File: config.mk
export PLATFORM = sky130hd
export DESIGN_NAME = pll_cfg_ctrl
export DESIGN_NICKNAME = d
export VERILOG_FILES = /design/src/rtl/pll_cfg_ctrl.sv
export SDC_FILE = /design/constraint.sdc
export NUM_CORES = 1
export LEC_CHECK = 0
export CORE_MARGIN = 4
export CORE_UTILIZATION = 30
export CTS_CLUSTER_SIZE = 40
export DETAILED_ROUTE_END_ITERATION = 8
export PLACE_DENSITY = 0.59
export SETUP_SLACK_MARGIN = 0.1
export SYNTH_ARGS = -nofsm -noshare
export SYNTH_HDL_FRONTEND = slang
export SYNTH_SLANG_ARGS = --single-unit
File: constraint.sdc
create_clock -name clk_i -period 5.75 [get_ports clk_i]
set_input_delay 1.15 -clock clk_i [delete_from_list [all_inputs] [get_ports clk_i]]
set_output_delay 1.15 -clock clk_i [all_outputs]
set_load 0.01 [all_outputs]
File: src/rtl/pll_cfg_ctrl.sv
// PLL divider reconfiguration sequencer: gates the output clock, swaps dividers,
// blanks, then requalifies a synchronized lock before re-enabling the clock.
//
// state     | meaning
// LOCK_WAIT | clock gated, qualifying lock, timeout running
// RUN       | locked, clock enabled, accepting requests
// GATE      | clock gated ahead of the divider change
// BLANK     | dividers changed, lock ignored while the loop settles
// FAIL      | lock timed out, err_o held, accepting requests
module pll_cfg_ctrl #(
  parameter int REF_DIV_WIDTH = 4,
  parameter int FB_DIV_WIDTH  = 8,
  parameter int RST_REFDIV    = 1,
  parameter int RST_FBDIV     = 8,
  parameter int GATE_CYCLES   = 4,
  parameter int BLANK_CYCLES  = 8,
  parameter int LOCK_STABLE   = 16,
  parameter int TIMEOUT       = 4096
) (
  input  logic                     clk_i,
  input  logic                     arst_ni,
  input  logic                     cfg_valid_i,
  input  logic [REF_DIV_WIDTH-1:0] cfg_refdiv_i,
  input  logic [FB_DIV_WIDTH-1:0]  cfg_fbdiv_i,
  output logic                     cfg_ready_o,
  input  logic                     pll_locked_i,
  output logic [REF_DIV_WIDTH-1:0] refdiv_o,
  output logic [FB_DIV_WIDTH-1:0]  fbdiv_o,
  output logic                     clk_en_o,
  output logic                     done_o,
  output logic                     lost_lock_o,
  output logic                     cfg_err_o,
  output logic                     err_o
);

  typedef enum logic [2:0] {
    LOCK_WAIT = 3'd0,
    RUN       = 3'd1,
    GATE      = 3'd2,
    BLANK     = 3'd3,
    FAIL      = 3'd4
  } state_e;

  localparam int GB_MAX  = (GATE_CYCLES > BLANK_CYCLES) ? GATE_CYCLES : BLANK_CYCLES;
  localparam int CNT_MAX = (GB_MAX > TIMEOUT) ? GB_MAX : TIMEOUT;
  localparam int CNT_W   = $clog2(CNT_MAX + 1);
  localparam int STB_W   = $clog2(LOCK_STABLE + 1);

  localparam logic [CNT_W-1:0] CNT_SAT    = CNT_W'(CNT_MAX);
  localparam logic [CNT_W-1:0] GATE_LAST  = CNT_W'(GATE_CYCLES - 1);
  localparam logic [CNT_W-1:0] BLANK_LAST = CNT_W'(BLANK_CYCLES - 1);
  localparam logic [CNT_W-1:0] TO_LAST    = CNT_W'(TIMEOUT - 1);
  localparam logic [STB_W-1:0] STB_SAT    = STB_W'(LOCK_STABLE);
  localparam logic [STB_W-1:0] STB_LAST   = STB_W'(LOCK_STABLE - 1);

  state_e                   state_q, state_d;
  logic [1:0]               sync_q, sync_d;
  logic [CNT_W-1:0]         cnt_q, cnt_d, cnt_inc;
  logic [STB_W-1:0]         stb_q, stb_d, stb_inc;
  logic [REF_DIV_WIDTH-1:0] refdiv_q, refdiv_d, req_ref_q, req_ref_d;
  logic [FB_DIV_WIDTH-1:0]  fbdiv_q, fbdiv_d, req_fb_q, req_fb_d;
  logic                     clk_en_q, clk_en_d;
  logic                     ready_q, ready_d;
  logic                     done_q, done_d;
  logic                     lost_q, lost_d;
  logic                     cfg_err_q, cfg_err_d;
  logic                     err_q, err_d;
  logic                     lk, accept, req_zero, start;

  assign lk       = sync_q[1];
  assign accept   = cfg_valid_i & ready_q;
  assign req_zero = (cfg_refdiv_i == '0) | (cfg_fbdiv_i == '0);
  assign start    = accept & ~req_zero;
  assign cnt_inc  = (cnt_q == CNT_SAT) ? cnt_q : cnt_q + 1'b1;
  assign stb_inc  = (stb_q == STB_SAT) ? stb_q : stb_q + 1'b1;

  always_comb begin
    state_d   = state_q;
    sync_d    = {sync_q[0], pll_locked_i};
    cnt_d     = cnt_q;
    stb_d     = stb_q;
    refdiv_d  = refdiv_q;
    fbdiv_d   = fbdiv_q;
    req_ref_d = req_ref_q;
    req_fb_d  = req_fb_q;
    done_d    = 1'b0;
    lost_d    = 1'b0;
    cfg_err_d = 1'b0;
    err_d     = err_q;

    if (accept) begin
      req_ref_d = cfg_refdiv_i;
      req_fb_d  = cfg_fbdiv_i;
      cfg_err_d = req_zero;
    end

    case (state_q)
      LOCK_WAIT: begin
        cnt_d = cnt_inc;
        stb_d = lk ? stb_inc : '0;
        // Lock takes priority over a timeout landing on the same edge.
        if (lk && stb_q == STB_LAST) begin
          state_d = RUN;
          done_d  = 1'b1;
        end else if (cnt_q == TO_LAST) begin
          state_d = FAIL;
          err_d   = 1'b1;
        end
      end
      RUN: begin
        lost_d = ~lk;
        if (start) begin
          state_d = GATE;
          cnt_d   = '0;
        end else if (!lk) begin
          state_d = LOCK_WAIT;
          cnt_d   = '0;
          stb_d   = '0;
        end
      end
      GATE: begin
        if (cnt_q == GATE_LAST) begin
          refdiv_d = req_ref_q;
          fbdiv_d  = req_fb_q;
          state_d  = BLANK;
          cnt_d    = '0;
        end else begin
          cnt_d = cnt_inc;
        end
      end
      BLANK: begin
        if (cnt_q == BLANK_LAST) begin
          state_d = LOCK_WAIT;
          cnt_d   = '0;
          stb_d   = '0;
        end else begin
          cnt_d = cnt_inc;
        end
      end
      FAIL: begin
        err_d = 1'b1;
        if (start) begin
          state_d = GATE;
          cnt_d   = '0;
          err_d   = 1'b0;
        end
      end
      default: begin
        state_d = LOCK_WAIT;
        cnt_d   = '0;
        stb_d   = '0;
      end
    endcase

    clk_en_d = (state_d == RUN);
    ready_d  = (state_d == RUN) || (state_d == FAIL);
  end

  always_ff @(posedge clk_i or negedge arst_ni) begin
    if (!arst_ni) begin
      state_q   <= LOCK_WAIT;
      sync_q    <= '0;
      cnt_q     <= '0;
      stb_q     <= '0;
      refdiv_q  <= REF_DIV_WIDTH'(RST_REFDIV);
      fbdiv_q   <= FB_DIV_WIDTH'(RST_FBDIV);
      req_ref_q <= REF_DIV_WIDTH'(RST_REFDIV);
      req_fb_q  <= FB_DIV_WIDTH'(RST_FBDIV);
      clk_en_q  <= 1'b0;
      ready_q   <= 1'b0;
      done_q    <= 1'b0;
      lost_q    <= 1'b0;
      cfg_err_q <= 1'b0;
      err_q     <= 1'b0;
    end else begin
      state_q   <= state_d;
      sync_q    <= sync_d;
      cnt_q     <= cnt_d;
      stb_q     <= stb_d;
      refdiv_q  <= refdiv_d;
      fbdiv_q   <= fbdiv_d;
      req_ref_q <= req_ref_d;
      req_fb_q  <= req_fb_d;
      clk_en_q  <= clk_en_d;
      ready_q   <= ready_d;
      done_q    <= done_d;
      lost_q    <= lost_d;
      cfg_err_q <= cfg_err_d;
      err_q     <= err_d;
    end
  end

  assign cfg_ready_o = ready_q;
  assign refdiv_o    = refdiv_q;
  assign fbdiv_o     = fbdiv_q;
  assign clk_en_o    = clk_en_q;
  assign done_o      = done_q;
  assign lost_lock_o = lost_q;
  assign cfg_err_o   = cfg_err_q;
  assign err_o       = err_q;

endmodule

# --- Word-level counts from Yosys, hierarchy flattened ---
# Cells that the tools add are included.
totals:
  wordCells: 82
  reg_bits: 53
op_classes:
  addsub: 2
  muxes: 29
  n_reduce_logical: 11
  eq_ne: 20
  n_bitwise: 6
op_table:
  columns: ["op", "n"]
  rows:
  - ["13-bit 2-to-1 mux", 6]
  - ["13-bit one-hot mux with 5 select lines", 1]
  - ["5-bit 2-to-1 mux", 5]
  - ["3-bit 2-to-1 mux", 7]
  - ["5-bit one-hot mux with 4 select lines", 1]
  - ["3-bit one-hot mux with 5 select lines", 1]
  - ["13-bit by 1-bit adder with 13-bit output (second input constant)", 1]
  - ["13-bit by 12-bit == test with 1-bit output (second input constant)", 1]
  - ["13-bit == test (second input constant)", 1]
  - ["13-bit by 2-bit == test with 1-bit output (second input constant)", 1]
  - ["13-bit by 3-bit == test with 1-bit output (second input constant)", 1]
  - ["2-bit inequality test (second input constant)", 6]
  - ["8-bit logical NOT", 1]
  - ["1-bit 2-to-1 mux", 7]
  - ["3-bit by 1-bit == test with 1-bit output (second input constant)", 2]
  - ["3-bit by 2-bit == test with 1-bit output (second input constant)", 2]
  - ["3-bit == test (second input constant)", 2]
  - ["3-bit inequality test (second input constant)", 2]
  - ["5-bit by 1-bit adder with 5-bit output (second input constant)", 1]
  - ["5-bit by 4-bit == test with 1-bit output (second input constant)", 1]
  - ["5-bit == test (second input constant)", 1]
  - ["5-bit AND reduction", 1]
  - ["4-bit logical NOT", 1]
  - ["2-bit AND reduction", 2]
  - ["10 further kinds", 13]

# --- Logic depth before layout (Yosys ltp) ---
# Gate-level depths: netlist (run 1).
depth:
  ltp_word: 8
  depth_mapped: 7

# --- Least setup slack after synthesis (run 1) ---
# No wires, ideal clock.
synth_timing:
  path_type: "input port to flip-flop"
  from: "input port cfg_fbdiv_i[1]"
  to: "register stb_q[4]"
  t_arrival_ns: 2.419
  setup_time_ns: 0.127
  slack_ns: 3.203
  path_stages: 6
  required_time_ns: 5.623
  cell_sequence: "nor4_1 > a211o_1 > o211ai_1 > nor2b_1 > buf_4 > mux2_1"
synth_via:
  elab_chain_cells: 6
synth_rtl:
  columns: ["element", "line_no", "source"]
  rows:
  - ["start, declared", "24", "input logic [FB_DIV_WIDTH-1:0] cfg_fbdiv_i,"]
  - ["8-bit logical NOT", "72", "assign req_zero = (cfg_refdiv_i == '0) | (cfg_fbdiv_i == '0);"]
  - ["1-bit bitwise OR", "72", null]
  - ["1-bit NOT", "73", "assign start = accept & ~req_zero;"]
  - ["1-bit bitwise AND", "73", null]
  - ["2-bit inequality test (no line)", null, null]
  - ["5-bit AND reduction (no line)", null, null]
  - ["end signal, assigned", "179", "stb_q <= stb_d;"]
  - ["end, declared", "59", "logic [STB_W-1:0] stb_q, stb_d, stb_inc;"]
# Every way passes these cells.
# A chain may end at the register's enable or synchronous reset.

# --- Final worst setup path (run 1) ---
layout_timing:
  from: "input port cfg_refdiv_i[1]"
  to: "register stb_q[4]"
layout_via:
  elab_chain_cells: 6
layout_rtl:
  columns: ["element", "line_no", "source"]
  rows:
  - ["start, declared", "23", "input logic [REF_DIV_WIDTH-1:0] cfg_refdiv_i,"]
  - ["4-bit logical NOT", "72", null]
  - ["1-bit bitwise OR", "72", null]
  - ["1-bit NOT", "73", null]
  - ["1-bit bitwise AND", "73", null]
  - ["2-bit inequality test (no line)", null, null]
  - ["5-bit AND reduction (no line)", null, null]
# Every way passes these cells.

==> out/qor.yml, run 1 <==
finish:
  area_growth_pct: 19.57
  final_util: 0.3703
  ff_latch_area_um2: 1331
  n_antenna_cell: 0
  fillers: 811
  finalNonFillerCells: 364
  multiInputGateArea_um2: 1130
  final_layout_size_suffix_gt1_frac: 0.1853
  layout.nets: 279
yosys:
  yosysMostFrequentCell: "dfrtp_1"
  yosys_most_used_dff: "dfrtp_1"
  synth_top_area_frac: 0.4795
  synth-edff-count: 0
  synthTopCellsByCount: "49 x dfrtp_1, 23 x mux2_2, 17 x nand2_1"
  ys_seq_elements: 53
  yosys_warnings: 0
  synth_seq_area_share: 0.5205
  syn-num-nets: 246
  synth_area_um2: 2557
  syn-mean-instance-area_um2: 11.37
  synthTopCellsByArea: "dfrtp_1 48%, mux2_2 10%, dfstp_2 4.1%"
  ys_async_sr_fraction: 1.000
  ys_types: 50
  synth_top_area_cell: "dfrtp_1"
  synth_cells: 225
sta:
  fmax_mhz: 322.8
  setup_viol: 0
  tightest_slew_ns: 0.8039
  holdWs_ns: 0.3666
  skew_ns: 0.01200
  maxSlewHeadroom: 0.4641
  period_share: 0.5388
  hold_viol_final: 0
  slew_violations: 0
  tns_ns: 0
  rsz0062_at_grt: "no"
  post-route-min-period_ns: 3.098
power_and_ir_drop:
  powerDensity_nw_per_um2: 243.5
  vdd_drop_max_mv: 0.1317
  p_leak_uw: 0.001412
drt:
  first_iter_violations: 70
  num_vias: 1817
  wire_per_inst_um: 14.29
  antenna_left: 0
  via_per_inst: 4.992
  routed_wl_mm: 5.200
  remaining_drc_errors: 0
  dr.pass1.iters: 4
worst_setup_path:
  endpoint: "stb_q[4]"
  crit-reg2reg-capture: "stb_q[4]"
  crit_chain: "clkdlybuf4s50_1 > nor4_1 > a211o_1 > o211ai_1 > nor2b_1 > mux2_1"
  cp.required_ns: 5.94
  end_kind: "register"
  worstSetupStartpointType: "input pin"
  startpoint: "cfg_refdiv_i[1]"
  reg2reg_from: "cnt_q[6]"
  path_class: "in -> reg"
  slowest_stage: "nor4_1"
  crit_fanout: 5
  cp.arrival_ns: 3.29
  r2r_cells: 5
  cp_slowest_stage_delay_ns: 0.60
  r2r_setup_slack_ns: 3.11
clocking:
  clk_pin_slew_ns: 0.10
  postCtsHoldBufs: 0
  ctsResizeCount: 0
  postCtsSetupBuffers: 0
  h-tree-depth: 2
  worstSkewPairLatency_ns: 0.31
  root_buffer: "clkbuf_8"
  clock_path_buffers: 2
  cts_tree: "built"
  numCtsBuffers: 5
  cts_sinks: 53
worst_hold_path:
  hold_class: "reg -> reg"
placed_design:
  io_buffer_count: 33
  placedCellCount: 356
  place_congestion: 0.7568
  place_hpwl_mm: 3.734
floorplan:
  die_w_um: 100.3
  pin_count: 34
  dieHeight_um: 100.3
  num_rows: 33
  core_um2: 8258
  die_area_um2: 10070
  initial_utilization: 0.3097
global_route:
  grt_pass1_wl_mm: 9.073
  gr-total-overflow: 0
  use_met3: 0.01807
  grt_antenna_before_repair: 0
  gr-usage-met2: 0.1820
  met1_usage: 0.1548
  grt.busiest_layer: "met2"
  grt_pass1_vias: 1847
  grt.total_usage: 0.1120
  grt_max_degree: 54
run:
  max_cap_violations: 0
run_status:
  status: "completed"
[routing by layer]
metal	share of wire	vias to the layer above
met5	0	-
met4	0.0069	0
met3	0.027	2
met2	0.48	32
met1	0.49	905
li1	-	878
[placed cells by master, fill, tap and decap left out, types with 3 or more instances in the layout]
cell,Yosys,routed
and3_1,8,8
a211o_1,3,3
dfstp_2,4,4
a31oi_1,10,10
a21o_1,3,3
nor4_1,3,3
a21oi_1,7,7
nor2_1,10,10
ha_1,5,5
nand2_1,17,17
nor2b_1,4,4
mux2i_1,4,4
inv_1,10,10
nand2b_1,9,9
clkdlybuf4s50_1,0,32
clkbuf_8,0,5
dfrtp_1,49,49
o21ai_0,7,7
mux2_2,23,23
nand4_1,3,3
nand3_1,6,6
[layout make-up]
class / instances / share of cell area
inverters: 10 / 0.01227
repair buffers: 34 / 0.1088
clock buffers: 5 / 0.02250
well taps: 105 / 0.04296
clock inverters: 3 / 0.008592
flip-flops and latches: 53 / 0.4354
multi-input cells: 154 / 0.3695
[metrics by stage]
stage | setup WS, ns | power, uW | cell area (um^2)
after floorplan | 3.203 | 494.5 | 2557
after global placement | 2.369 | 528.3 | 2963
after detailed placement | 2.340 | 530.5 | 2963
after CTS | 2.661 | 751.4 | 3058
after global routing | 2.539 | 789.8 | 3058
final | 2.652 | 744.7 | 3058
[cells by family after synthesis]
logic type | count (synthesis) | synth area share
AO/OA/AOI/OAI | 44 | 0.1184
XOR/XNOR | 1 | 0.003425
adder cells (fa/ha/maj) | 5 | 0.02446
buffers and inverters | 18 | 0.03767
flip-flops | 53 | 0.5205
multiplexers | 29 | 0.1257
AND/OR/NAND/NOR | 75 | 0.1698
[power breakdown]
group	leakage, uW	switching [uW]	internal, uW
sequential	0.000693	36.8	400
clock	0.0000487	133	89.1
combinational	0.000670	40.4	45.3
[state kept, by name, summed over array words and instances, names as in the netlist]
signal and cells:
cnt_q 13, fbdiv_o 8, err_o 1, sync_q 2
done_o 1, req_ref_q 4, clk_en_o 1, refdiv_o 4
req_fb_q 8, cfg_err_o 1, stb_q 5, state_q 3
cfg_ready_o 1, lost_lock_o 1
[critical path, delay by kind of cell]
family / cells / cell delay, ns
AO/OA/AOI/OAI: 2 / 0.36
multiplexers: 1 / 0.37
buffers and inverters: 1 / 0.42
AND/OR/NAND/NOR: 2 / 0.99
[worst min-delay path by stage]
| stage | from | end | slack (ns) | cells past startpoint |
|---|---|---|---|---|
| floorplan | sync_q[0] | sync_q[1] | 0.33 | 0 |
| global placement | sync_q[0] | sync_q[1] | 0.34 | 0 |
| detailed placement | sync_q[0] | sync_q[1] | 0.34 | 0 |
| CTS | sync_q[0] | sync_q[1] | 0.37 | 0 |
| global route | sync_q[0] | sync_q[1] | 0.38 | 0 |
| finish | sync_q[0] | sync_q[1] | 0.37 | 0 |
No activity file was read; power rests on OpenSTA's default activity.
==> inputs of run 2 (changes only) <==
clock period = 3.1 ns   (was 5.75 ns; I/O delays follow)
==> run 2 against run 1 <==
Sequential share of layout area fell by 1.0 points. Critical path type is now reg -> reg. Wire length grew 0.52%. Cell count increased by 1.1%. Critical endpoint unchanged. Design area grew 2.4%. Combinational power grew 87%. Non-clock buffer count grew 4. Global-route usage unchanged. Critical path depth fell by 1. Register-to-register slack worse by 2.4 ns. Largest cell class unchanged.
==> out/qor.yml, run 2 (synthesis gave the netlist of run 1 again) <==
floorplan:
  pin_count: 34
  num_rows: 33
  core_um2: 8258
  die_w_um: 100.3
  dieHeight_um: 100.3
  initial_utilization: 0.3097
  die_area_um2: 10070
clocking:
  cts_tree: "built"
  worstSkewPairLatency_ns: 0.31
  postCtsHoldBufs: 0
  ctsResizeCount: 0
  postCtsSetupBuffers: 0
  clk_pin_slew_ns: 0.10
  root_buffer: "clkbuf_8"
  numCtsBuffers: 5
  clock_path_buffers: 2
  h-tree-depth: 2
  cts_sinks: 53
worst_setup_path:
  slowest_stage: "or4_4"
  crit_fanout: 5
  crit_buf_inv: 0
  crit_chain: "or4_4 > or2_4 > o41ai_2 > nor2b_1 > mux2_1"
  cp_slowest_stage_delay_ns: 0.57
  crit_family: "simple AND/OR/NAND/NOR gates"
  worstSetupStartpointType: "register"
  end_kind: "register"
  path_class: "reg -> reg"
  cp.arrival_ns: 2.57
  cp.required_ns: 3.29
drt:
  routed_wl_mm: 5.227
  via_per_inst: 4.878
  wl_met3_um: 137
  met2_length_mm: 2.476
  first_iter_violations: 43
  wire_per_inst_um: 14.20
  dr.pass1.iters: 4
  antenna_left: 0
  met1_length_mm: 2.565
  num_vias: 1795
  remaining_drc_errors: 0
  route.top_layer_used: "met4"
finish:
  area_growth_pct: 22.41
  n_antenna_cell: 0
  multiInputGateArea_um2: 1130
  layout.nets: 283
  final_layout_size_suffix_gt1_frac: 0.1977
  layout_commonest_cell: "dfrtp_1"
  largest_register_ffs: 13
  ff_latch_area_um2: 1331
  fillers: 812
  mostFrequentLayoutCells: "49 x dfrtp_1, 32 x clkdlybuf4s50_1, 23 x mux2_2"
  largest-register: "cnt_q"
sta:
  maxSlewHeadroom: 0.4752
  post-route-min-period_ns: 2.377
  holdWs_ns: 0.1553
  period_share: 0.7668
  tightest_slew_ns: 0.7871
  tns_ns: 0
  skew_ns: 0.008007
  fmax_mhz: 420.7
  slew_violations: 0
  hold_viol_final: 0
  setup_viol: 0
  rsz0062_at_grt: "no"
worst_hold_path:
  hold_class: "in -> async"
power_and_ir_drop:
  vdd_drop_max_mv: 0.2628
  powerDensity_nw_per_um2: 489.2
  p_leak_uw: 0.001449
run:
  max_cap_violations: 0
global_route:
  grt_max_degree: 26
  gr-total-overflow: 0
  grt.total_usage: 0.1120
  grt_pass1_wl_mm: 9.142
  grt_antenna_before_repair: 0
  grt_pass1_vias: 1755
placed_design:
  place_hpwl_mm: 3.888
  io_buffer_count: 33
  place_congestion: 0.7973
run_status:
  status: "completed"
[run 2: cell count changes in the layout (fill, tap and decap cells not counted), sizes merged]
| cell | change |
|---|---|
| buf | +4 |
| bufinv | +2 |
| clkinv | -2 |
[run 2: power breakdown]
group	total (uW)	internal (uW)	switching, uW
logic	160	85.1	74.9
clock network	562	325	237
registers	809	742	67.1
total	1530	1150	379
[run 2: routing by layer]
| metal | GRT usage | up-vias |
|---|---|---|
| met3 | 0.02085 | 4 |
| met4 | 0.03316 | 0 |
| met2 | 0.1723 | 27 |
| met1 | 0.1605 | 879 |
| li1 | - | 885 |
| met5 | 0 | - |
[run 2: cell type report]
cell class,count,area share
tap,105,0.04197
timing repair buffer,38,0.1159
multi-input combinational,154,0.3609
clock inverter,3,0.02198
sequential,53,0.4253
inverter,10,0.01199
clock buffer,5,0.02198
[run 2: path summary, 6_finish.rpt]
check,start,to,slack (ns),cells after the start
hold / removal,arst_ni,req_fb_q[5],0.16,1
hold reg to reg,sync_q[0],sync_q[1],0.36,0
setup reg to reg,cnt_q[5],stb_q[4],0.72,5
max in group asynchronous,arst_ni,fbdiv_o[3],2.31,2
setup / recovery,cnt_q[5],stb_q[4],0.72,5
min in group clk_i,sync_q[0],sync_q[1],0.36,0
[run 2: through the flow]
step | instances | area, um^2 | power, uW | setup slack, ns | util
after global placement | 360 | 2993 | 980.5 | 0.5342 | 0.3624
after floorplan | 225 | 2557 | 917.2 | 0.8553 | -
after detailed placement | 360 | 2993 | 984.5 | 0.4958 | 0.3624
after global routing | 368 | 3131 | 1607 | 0.5505 | 0.3791
after CTS | 368 | 3131 | 1552 | 0.7173 | 0.3791
final | 368 | 3131 | 1532 | 0.7228 | 0.3791
